### config.mk
export PLATFORM = sky130hd
export DESIGN_NAME = tt_chan_pipe_param
export DESIGN_NICKNAME = d
export VERILOG_FILES = /design/src/rtl/tt_chan_pipe_param.sv
export SDC_FILE = /design/constraint.sdc
export NUM_CORES = 1
export LEC_CHECK = 0
export BUFFER_PORTS_ARGS = -buffer_cell sky130_fd_sc_hd__buf_2
export CAP_MARGIN = 20
export CELL_PAD_IN_SITES_DETAIL_PLACEMENT = 1
export CELL_PAD_IN_SITES_GLOBAL_PLACEMENT = 1
export CORE_MARGIN = 4
export CORE_UTILIZATION = 49
export CTS_BUF_LIST = sky130_fd_sc_hd__clkbuf_16
export DETAILED_ROUTE_END_ITERATION = 7
export GPL_ROUTABILITY_DRIVEN = 0
export GPL_TIMING_DRIVEN = 0
export PLACE_DENSITY = 0.91
export SYNTH_ARGS = -nofsm -noshare
export SYNTH_HDL_FRONTEND = slang
export SYNTH_SLANG_ARGS = --single-unit
### constraint.sdc
create_clock -name io_in -period 2.8 [get_ports io_in]
set_input_delay 0.28 -clock io_in [delete_from_list [all_inputs] [get_ports io_in]]
set_output_delay 0.28 -clock io_in [all_outputs]
set_load 0.03 [all_outputs]
### src/rtl/tt_chan_pipe_param.sv
// Scan-chain user tile: CH registered channels with run-time selectable bypass, delay,
// edge-pulse or toggle behaviour, plus a primed flag and a wrapping channel-0 edge count.
module tt_chan_pipe_param #(
   parameter int CH    = 4,
   parameter int DEPTH = 8
) (
   input  logic [7:0] io_in,
   output logic [7:0] io_out
);

   localparam int CNTW = 3;
   localparam int FW   = $clog2(DEPTH + 1);

   typedef enum logic [1:0] {
      MODE_BYPASS = 2'b00,
      MODE_DELAY  = 2'b01,
      MODE_EDGE   = 2'b10,
      MODE_TOGGLE = 2'b11
   } mode_e;

   logic          clk;
   logic          rst;
   logic [CH-1:0] d;
   mode_e         mode;

   assign clk  = io_in[0];
   assign rst  = io_in[1];
   assign d    = io_in[2+CH-1:2];
   assign mode = mode_e'(io_in[7:6]);

   logic [CH-1:0]   d_q, d_qq;
   logic [CH-1:0]   sr_q [DEPTH];
   logic [CH-1:0]   edge_q, edge_d;
   logic [CH-1:0]   tog_q, tog_d;
   logic [CH-1:0]   rise;
   mode_e           mode_q;
   logic [FW-1:0]   fill_q, fill_d;
   logic [CNTW-1:0] cnt_q, cnt_d;
   logic [CH-1:0]   ch_out;
   logic            primed;

   // d_qq clears on reset, so an input already high at release counts as a rise
   assign rise   = d_q & ~d_qq;
   assign edge_d = rise;
   assign tog_d  = tog_q ^ rise;
   assign cnt_d  = cnt_q + CNTW'(rise[0]);

   always_comb begin
      fill_d = fill_q;
      if (mode != mode_q) begin
         fill_d = '0;
      end else if (fill_q != FW'(DEPTH)) begin
         fill_d = fill_q + FW'(1);
      end
   end

   always_ff @(posedge clk) begin
      if (rst) begin
         d_q    <= '0;
         d_qq   <= '0;
         edge_q <= '0;
         tog_q  <= '0;
         mode_q <= MODE_BYPASS;
         fill_q <= '0;
         cnt_q  <= '0;
         for (int i = 0; i < DEPTH; i++) begin
            sr_q[i] <= '0;
         end
      end else begin
         d_q    <= d;
         d_qq   <= d_q;
         edge_q <= edge_d;
         tog_q  <= tog_d;
         mode_q <= mode;
         fill_q <= fill_d;
         cnt_q  <= cnt_d;
         sr_q[0] <= d;
         for (int i = 1; i < DEPTH; i++) begin
            sr_q[i] <= sr_q[i-1];
         end
      end
   end

   // selection follows the registered mode only, so a pin change never reaches the outputs directly
   always_comb begin
      ch_out = '0;
      case (mode_q)
         MODE_BYPASS: ch_out = d_q;
         MODE_DELAY:  ch_out = sr_q[DEPTH-1];
         MODE_EDGE:   ch_out = edge_q;
         MODE_TOGGLE: ch_out = tog_q;
         default:     ch_out = '0;
      endcase
   end

   assign primed = (fill_q == FW'(DEPTH));

   always_comb begin
      io_out         = '0;
      io_out[CH-1:0] = ch_out;
      io_out[4]      = primed;
      io_out[7:5]    = cnt_q;
   end

endmodule

==> results.cfg, run 1 <==
[synthesis]
synth-seq-cells = 49
synthXorXnorAreaFrac_pct = 5.323
synth_cells = 133
synth_top_area_share_pct = 59.62
muxShareOfSynthArea_pct = 6.996
synthAdderAreaFrac_pct = 3.042
synth.distinct_cells = 18
ys_seq_area_share_pct = 59.62
post-synth-top-count-cell = dfxtp_1
ys_warn_count = 0
syn_avg_cell_area_sq_um = 12.37
synth.cell_area_sq_um = 1645
synthArstFlopShare_pct = 0
synth_edf_count = 0
synth_compound_area_share_pct = 0
yosys-top-cells-area = dfxtp_1 60%, and2b_1 9.1%, nor2b_1 9.1%, mux4_1 6.4%, xnor2_1 3.7%
yosys.area.top_type = dfxtp_1
yosys.area_share.simple_pct = 22.21
synth_top_family_by_area = simple AND/OR/NAND/NOR gates
synthTopCellsByCount = 49 x dfxtp_1, 24 x nor2b_1, 20 x and2b_1
synth-main-ff-cell = dfxtp_1
syn-num-nets = 145

[placement]
numPortBuffers = 8
place_hpwl_um = 1902
placed_cell_area_sq_um = 1740

[clocking]
ctsHoldBuffers = 0
cts_setup_buffers = 0
cts_resized = 0

[run_status]
status = stopped before the end
lastStage = clock tree synthesis
error_line = [ERROR DPL-0033] detailed placement checks failed during check placement.

[floorplan]
die_w_um = 65.95
start_util_pct = 52.60
rows = 20
die_y_um = 65.95
io_pins = 16
-- per-stage QoR --
| stage | hold slack [ns] | cells | setup slack (ns) |
|---|---|---|---|
| 2_1_floorplan | 0.07912 | 133 | 0.6923 |
| 3_3_place_gp | 0.07912 | 185 | 0.6918 |
| 3_5_place_dp | 0.07912 | 185 | 0.6917 |
-- kinds of logic after synthesis --
| family | Yosys count |
|---|---|
| and+or+nand+nor | 56 |
| DFF | 49 |
| xor gates and xnor gates | 10 |
| buffers and inverters | 9 |
| muxes | 5 |
| adders and majority gates | 4 |
==> run 2, diff against run 1 <==
==> config.mk (replaced) <==
export PLATFORM = sky130hd
export DESIGN_NAME = tt_chan_pipe_param
export DESIGN_NICKNAME = d
export VERILOG_FILES = /design/src/rtl/tt_chan_pipe_param.sv
export SDC_FILE = /design/constraint.sdc
export NUM_CORES = 1
export LEC_CHECK = 0
export BUFFER_PORTS_ARGS = -buffer_cell sky130_fd_sc_hd__buf_2
export CAP_MARGIN = 20
export CORE_MARGIN = 4
export CORE_UTILIZATION = 40
export DETAILED_ROUTE_END_ITERATION = 7
export GPL_ROUTABILITY_DRIVEN = 0
export GPL_TIMING_DRIVEN = 0
export PLACE_DENSITY_LB_ADDON = 0.15
export SYNTH_ARGS = -nofsm -noshare
export SYNTH_HDL_FRONTEND = slang
export SYNTH_SLANG_ARGS = --single-unit
==> results.cfg, run 2 <==
[min_path]
hp-start = io_in[2]
hold_end = d_q[0]
hp-class = clock port to flip-flop
min_path_cells = 1

[clocking]
clk_latency_ns = 0.31
cts_tree = done
cts_setup_buffers = 0
cts_resized = 0
clkTransAtPathRegs_ns = 0.08
ctsHoldBuffers = 0

[floorplan]
start_util_pct = 41.13
coreArea_sq_um = 4000
die_w_um = 72.14
design.die.area_sq_um = 5203
rows = 23
die_y_um = 72.14
io_pins = 16

[synthesis]
syn-num-nets = 145
synth-main-ff-cell = dfxtp_1
syn_avg_cell_area_sq_um = 12.37
yosys.area.top_type = dfxtp_1
yosys-top-cells-area = dfxtp_1 60%, and2b_1 9.1%, nor2b_1 9.1%, mux4_1 6.4%, xnor2_1 3.7%
synth.distinct_cells = 18
post-synth-top-count-cell = dfxtp_1
synth_edf_count = 0
synthTopCellsByCount = 49 x dfxtp_1, 24 x nor2b_1, 20 x and2b_1
ys_seq_area_share_pct = 59.62
synth-seq-cells = 49
ys_warn_count = 0
synth_cells = 133
synth_top_area_share_pct = 59.62
synth.cell_area_sq_um = 1645
synthArstFlopShare_pct = 0

[sta]
rsz0062_at_grt = no
finalClockSkew_ns = 0.004160
final.setup.tns_ns = 0
final-max-slew-violation-count = 0
setup_viol = 0
tightest_slew_ns = 0.3192
setup_slack_ns = 0.4372
hold_ws_ns = -0.1899
finalHoldViolCount = 4
slew-limit-headroom_pct = 78.69

[worst_setup_path]
end_kind = flip-flop
critPathRequiredTime_ns = 3.06
crit_path_frequent_cell = clkbuf_8
r2r-start = mode_q[1]
rr_endpoint = fill_q[2]
cpPeakStageDelay_ns = 0.18
startpoint_type = clock port
crit_path_top_delay_cell = and2b_1
rrSetupSlack_ns = 1.31
cp_cell_sequence = clkbuf_8, clkbuf_8, clkbuf_1, clkbuf_8, clkbuf_8, clkbuf_1, clkbuf_8, clkbuf_8, and2b_1
arrival_ns = 2.62
crit_type = clock port to flip-flop
rr_worst_depth = 6
cp_max_fo = 5

[cells_and_area]
final_common_cell = dfxtp_1
syn2layout_area_growth_pct = 47.83
final_cell_mix = 49 x dfxtp_1, 43 x clkbuf_8, 24 x nor2b_1
num_antenna_cells = 0
fillerInstances = 329
fin_util_pct = 60.81
final_layout_size_suffix_gt1_share_pct = 29.95
fin_nets = 196
top_register = sr_q
layoutNonFillerInstCount = 247
largest_reg_flops = 26

[pwr]
swShare_pct = 27.22
clockPowerShare_pct = 77.7
seqPwrFrac_pct = 22.3
p_comb_share_pct = 0
leakagePower_uw = 0.001172
power.density_nw_per_um2 = 1436
p_sw_uw = 951.1
p_int_uw = 2543
peakVddDrop_uv = 526.8

[drt]
drt-initial-drc-count = 100
viasPerCell = 4.510
drc = 0
first_pass_iters = 4
num_vias = 1114
ant_nets = 0
wl_per_cell_um = 14.20
wl_um = 3508

[global_route]
grt_max_degree = 15
grt-ovfl-total = 0
track_usage_pct = 23.63
grt_pass1_vias = 1694
grt_antenna_before_repair = 0
grt_pass1_wl_um = 6865

[placement]
placed_cells = 191
numPortBuffers = 8
pre_cts_slack_ns = 0.6915
place_hpwl_um = 1691

[run]
drv_cap = 0

[run_status]
violations = hold timing
status = finished, violations left
## run 2: cell counts after synthesis
No cell type changed its count.
## run 2: power by group through the flow
stage	Sequential, uW	Combinational, uW	Clock (uW)
CTS	780	0.000186	2820
detailed placement	802	0.000186	453
floorplan	802	0.000142	453
global placement	802	0.000186	453
global route	779	0.000186	3100
finish	780	0.000186	2710
## run 2: how the worst max path moves through the flow
stage	end	depth (start not counted)	slack, ns	startpoint
after floorplan	fill_q[2]	3	0.69	io_in[7]
after global placement	fill_q[2]	3	0.69	io_in[7]
after detailed placement	fill_q[2]	3	0.69	io_in[7]
after CTS	sr_q[1][10]	9	0.40	io_in[1]
after global routing	sr_q[0][3]	9	0.37	io_in[1]
final	sr_q[1][10]	9	0.44	io_in[1]
## run 2: per-stage QoR
| stage | power, uW | instance area, sq um |
|---|---|---|
| finish | 3494 | 2432 |
| floorplan | 1255 | 1645 |
| CTS | 3597 | 2432 |
| detailed placement | 1255 | 1748 |
| global placement | 1255 | 1748 |
| global route | 3880 | 2432 |
## run 2: worst max-delay path: cells and delay by family
family	cells	cell delay [ns]
buffers and inverters	8	1.04
and+or+nand+nor	1	0.18
## run 2: final cells by class
class | instances | area (sq um) | share of cell area, %
sequential | 49 | 980.9 | 40.33
clock buffer | 53 | 633.1 | 26.03
multi-input combinational | 75 | 618.1 | 25.41
tap | 50 | 62.56 | 2.572
clock inverter | 3 | 51.30 | 2.109
timing repair buffer | 8 | 40.04 | 1.646
buffer | 7 | 38.79 | 1.595
inverter | 2 | 7.507 | 0.3086
## run 2: cells by family (layout without fill, tap and decap cells)
| group | after synthesis | after routing | synth area share, % |
|---|---|---|---|
| adders and majority gates | 4 | 4 | 3.042 |
| muxes | 5 | 5 | 6.996 |
| buffers and inverters | 9 | 73 | 2.813 |
| xor gates and xnor gates | 10 | 10 | 5.324 |
| and+or+nand+nor | 56 | 56 | 22.20 |
| DFF | 49 | 49 | 59.62 |
## run 2: metal layers
layer / vias to the layer above / GRT usage (%) / share of wire [%]
met5: - / 1.010 / 0
met4: 0 / 52.19 / 6.7
met3: 28 / 38.09 / 14
met2: 74 / 15.57 / 43
met1: 482 / 11.51 / 37
li1: 530 / - / -
(Power assumes the default switching activity.)
==> run 3, diff against run 2 <==
--- a/config.mk
+++ b/config.mk
@@ -5,6 +5,7 @@
 export SDC_FILE = /design/constraint.sdc
 export NUM_CORES = 1
 export LEC_CHECK = 0
+export ABC_AREA = 1
 export BUFFER_PORTS_ARGS = -buffer_cell sky130_fd_sc_hd__buf_2
 export CAP_MARGIN = 20
 export CORE_MARGIN = 4
==> constraint.sdc (replaced) <==
create_clock -name io_in -period 2 [get_ports io_in]
set_input_delay 0.2 -clock io_in [delete_from_list [all_inputs] [get_ports io_in]]
set_output_delay 0.2 -clock io_in [all_outputs]
set_load 0.03 [all_outputs]
==> results.cfg, run 3 <==
[synthesis]
post-synth-top-count-cell = nor2_1
yosys-top-cells-area = dfxtp_1 57%, nor2_1 11%, inv_1 10%, nand2_1 3.9%, nand3_1 3.8%
muxShareOfSynthArea_pct = 0
synthTopCellsByCount = 50 x nor2_1, 49 x dfxtp_1, 46 x inv_1
synth.distinct_cells = 17
yosys.area_share.simple_pct = 24.02
synth.cell_area_sq_um = 1724
synth_cells = 207
synthXorXnorAreaFrac_pct = 2.540
ys_seq_area_share_pct = 56.89
ys_warn_count = 0
yosys.area.top_type = dfxtp_1
synth-main-ff-cell = dfxtp_1
synth_edf_count = 0
synth-seq-cells = 49
synthAdderAreaFrac_pct = 2.903
synthArstFlopShare_pct = 0
synth_top_area_share_pct = 56.89
synth_top_family_by_area = simple AND/OR/NAND/NOR gates
synth_compound_area_share_pct = 0.4354
syn-num-nets = 219
syn_avg_cell_area_sq_um = 8.329

[clocking]
cts_resized = 0
clkTransAtPathRegs_ns = 0.09
cts_tree = done
cts_setup_buffers = 0
ctsHoldBuffers = 0
clk_latency_ns = 0.30

[global_route]
grt_pass1_vias = 1848
grt_max_degree = 14
grt_antenna_before_repair = 0
track_usage_pct = 18.60
grt-ovfl-total = 0
grt_pass1_wl_um = 6955

[floorplan]
design.die.area_sq_um = 5425
coreArea_sq_um = 4086
die_y_um = 73.66
rows = 23
start_util_pct = 42.19
io_pins = 16
die_w_um = 73.66

[worst_setup_path]
startpoint_type = clock port
crit_path_top_delay_cell = clkbuf_8
cp_top_family = buffers and inverters
end_kind = flip-flop
arrival_ns = 1.99
crit_type = clock port to flip-flop
cpPeakStageDelay_ns = 0.14
crit_buf_inv = 7
critPathRequiredTime_ns = 2.24
crit_path_frequent_cell = clkbuf_8
cp_max_fo = 2
cp_cell_sequence = buf_2, clkbuf_8, clkbuf_8, clkbuf_8, inv_1, nand3_2, clkbuf_8, clkbuf_8, nor2_1

[sta]
final.setup.tns_ns = 0
setup_viol = 0
hold_ws_ns = -0.1805
finalClockSkew_ns = 0.009795
final-max-slew-violation-count = 0
slew-limit-headroom_pct = 81.38
finalHoldViolCount = 4
tightest_slew_ns = 0.2783
rsz0062_at_grt = no

[pwr]
power.density_nw_per_um2 = 1875
p_comb_share_pct = 0
clockPowerShare_pct = 75.6
p_sw_uw = 1300
peakVddDrop_uv = 911.8
swShare_pct = 29.02
p_int_uw = 3179
seqPwrFrac_pct = 24.4
leakagePower_uw = 0.001038
p_total_uw = 4479

[cells_and_area]
largest_reg_flops = 26
num_antenna_cells = 0
final_common_cell = nor2_1
layoutNonFillerInstCount = 310
final_cell_mix = 50 x nor2_1, 49 x dfxtp_1, 48 x inv_1
final_layout_size_suffix_gt1_share_pct = 24.23
fin_nets = 269
fillerInstances = 369
top_register = sr_q
syn2layout_area_growth_pct = 38.53

[drt]
num_vias = 1399
drc = 0
wl_um = 3481
first_pass_iters = 5
drt-initial-drc-count = 116
wl_per_cell_um = 11.23
ant_nets = 0
viasPerCell = 4.513

[run]
drv_cap = 0

[placement]
placed_cells = 265
numPortBuffers = 8
place_hpwl_um = 1861

[min_path]
hp-class = clock port to flip-flop

[run_status]
violations = hold timing
status = finished, violations left
run 3: cell types whose count changed in the layout (fill, tap and decap cells not counted), moves of 11 or more:
| cell | delta |
|---|---|
| and2b_1 | -20 |
| nand2_1 | +18 |
| inv_1 | +46 |
| nor2_1 | +42 |
| nand3_1 | +12 |
| clkbuf_1 | -11 |
| nor2b_1 | -24 |
run 3: kinds of logic (layout without fill, tap and decap cells):
| kind of cell | Yosys count | count (layout) |
|---|---|---|
| AND/OR/NAND/NOR | 94 | 94 |
| buffers and inverters | 54 | 107 |
| flip-flops | 49 | 49 |
| XOR/XNOR | 5 | 5 |
| adder cells (fa/ha/maj) | 4 | 4 |
| AO/OA/AOI/OAI | 1 | 1 |
run 3: final cells by class:
cell class,instances,area (sq um),share of cell area [%]
multi-input cells,104,515.5,21.58
clock inverters,11,43.79,1.833
flip-flops and latches,49,980.9,41.07
well taps,50,62.56,2.619
plain buffers,8,55.05,2.305
repair buffers,8,40.04,1.676
clock buffers,41,544.3,22.79
inverters,39,146.4,6.129
run 3: final timing paths:
kind	startpoint	endpoint	slack (ns)	cells after the start
worst max-delay path	io_in[1]	fill_q[0]	0.25	9
worst min-delay path	io_in[2]	d_q[0]	-0.18	2
worst max register to register	d_qq[0]	cnt_q[2]	0.82	7
worst min register to register	sr_q[0][8]	sr_q[0][12]	0.39	2
run 3: routing by layer:
layer	vias up	routed length, um	GRT usage (%)
met2	69	1482	18.01
met1	600	1428	13.92
met3	25	378	21.61
met5	-	0	0
met4	0	191	30.18
li1	705	-	-
run 3: power by group through the flow:
| stage | Clock (uW) | Sequential, uW | Combinational [uW] |
|---|---|---|---|
| finish | 3390 | 1090 | 0.000164 |
| global route | 3800 | 1090 | 0.000164 |
| CTS | 3530 | 1090 | 0.000164 |
| detailed placement | 827 | 1120 | 0.000164 |
| global placement | 827 | 1120 | 0.000164 |
| floorplan | 827 | 1120 | 0.000119 |
run 3: through the flow:
step | cell area, sq um | util (%) | setup WS [ns]
after CTS | 2389 | 58.45 | 0.2224
after detailed placement | 1827 | 44.70 | 0.5430
final | 2389 | 58.45 | 0.2488
after floorplan | 1724 | - | 0.5439
after global routing | 2389 | 58.45 | 0.1926
after global placement | 1827 | 44.70 | 0.5428
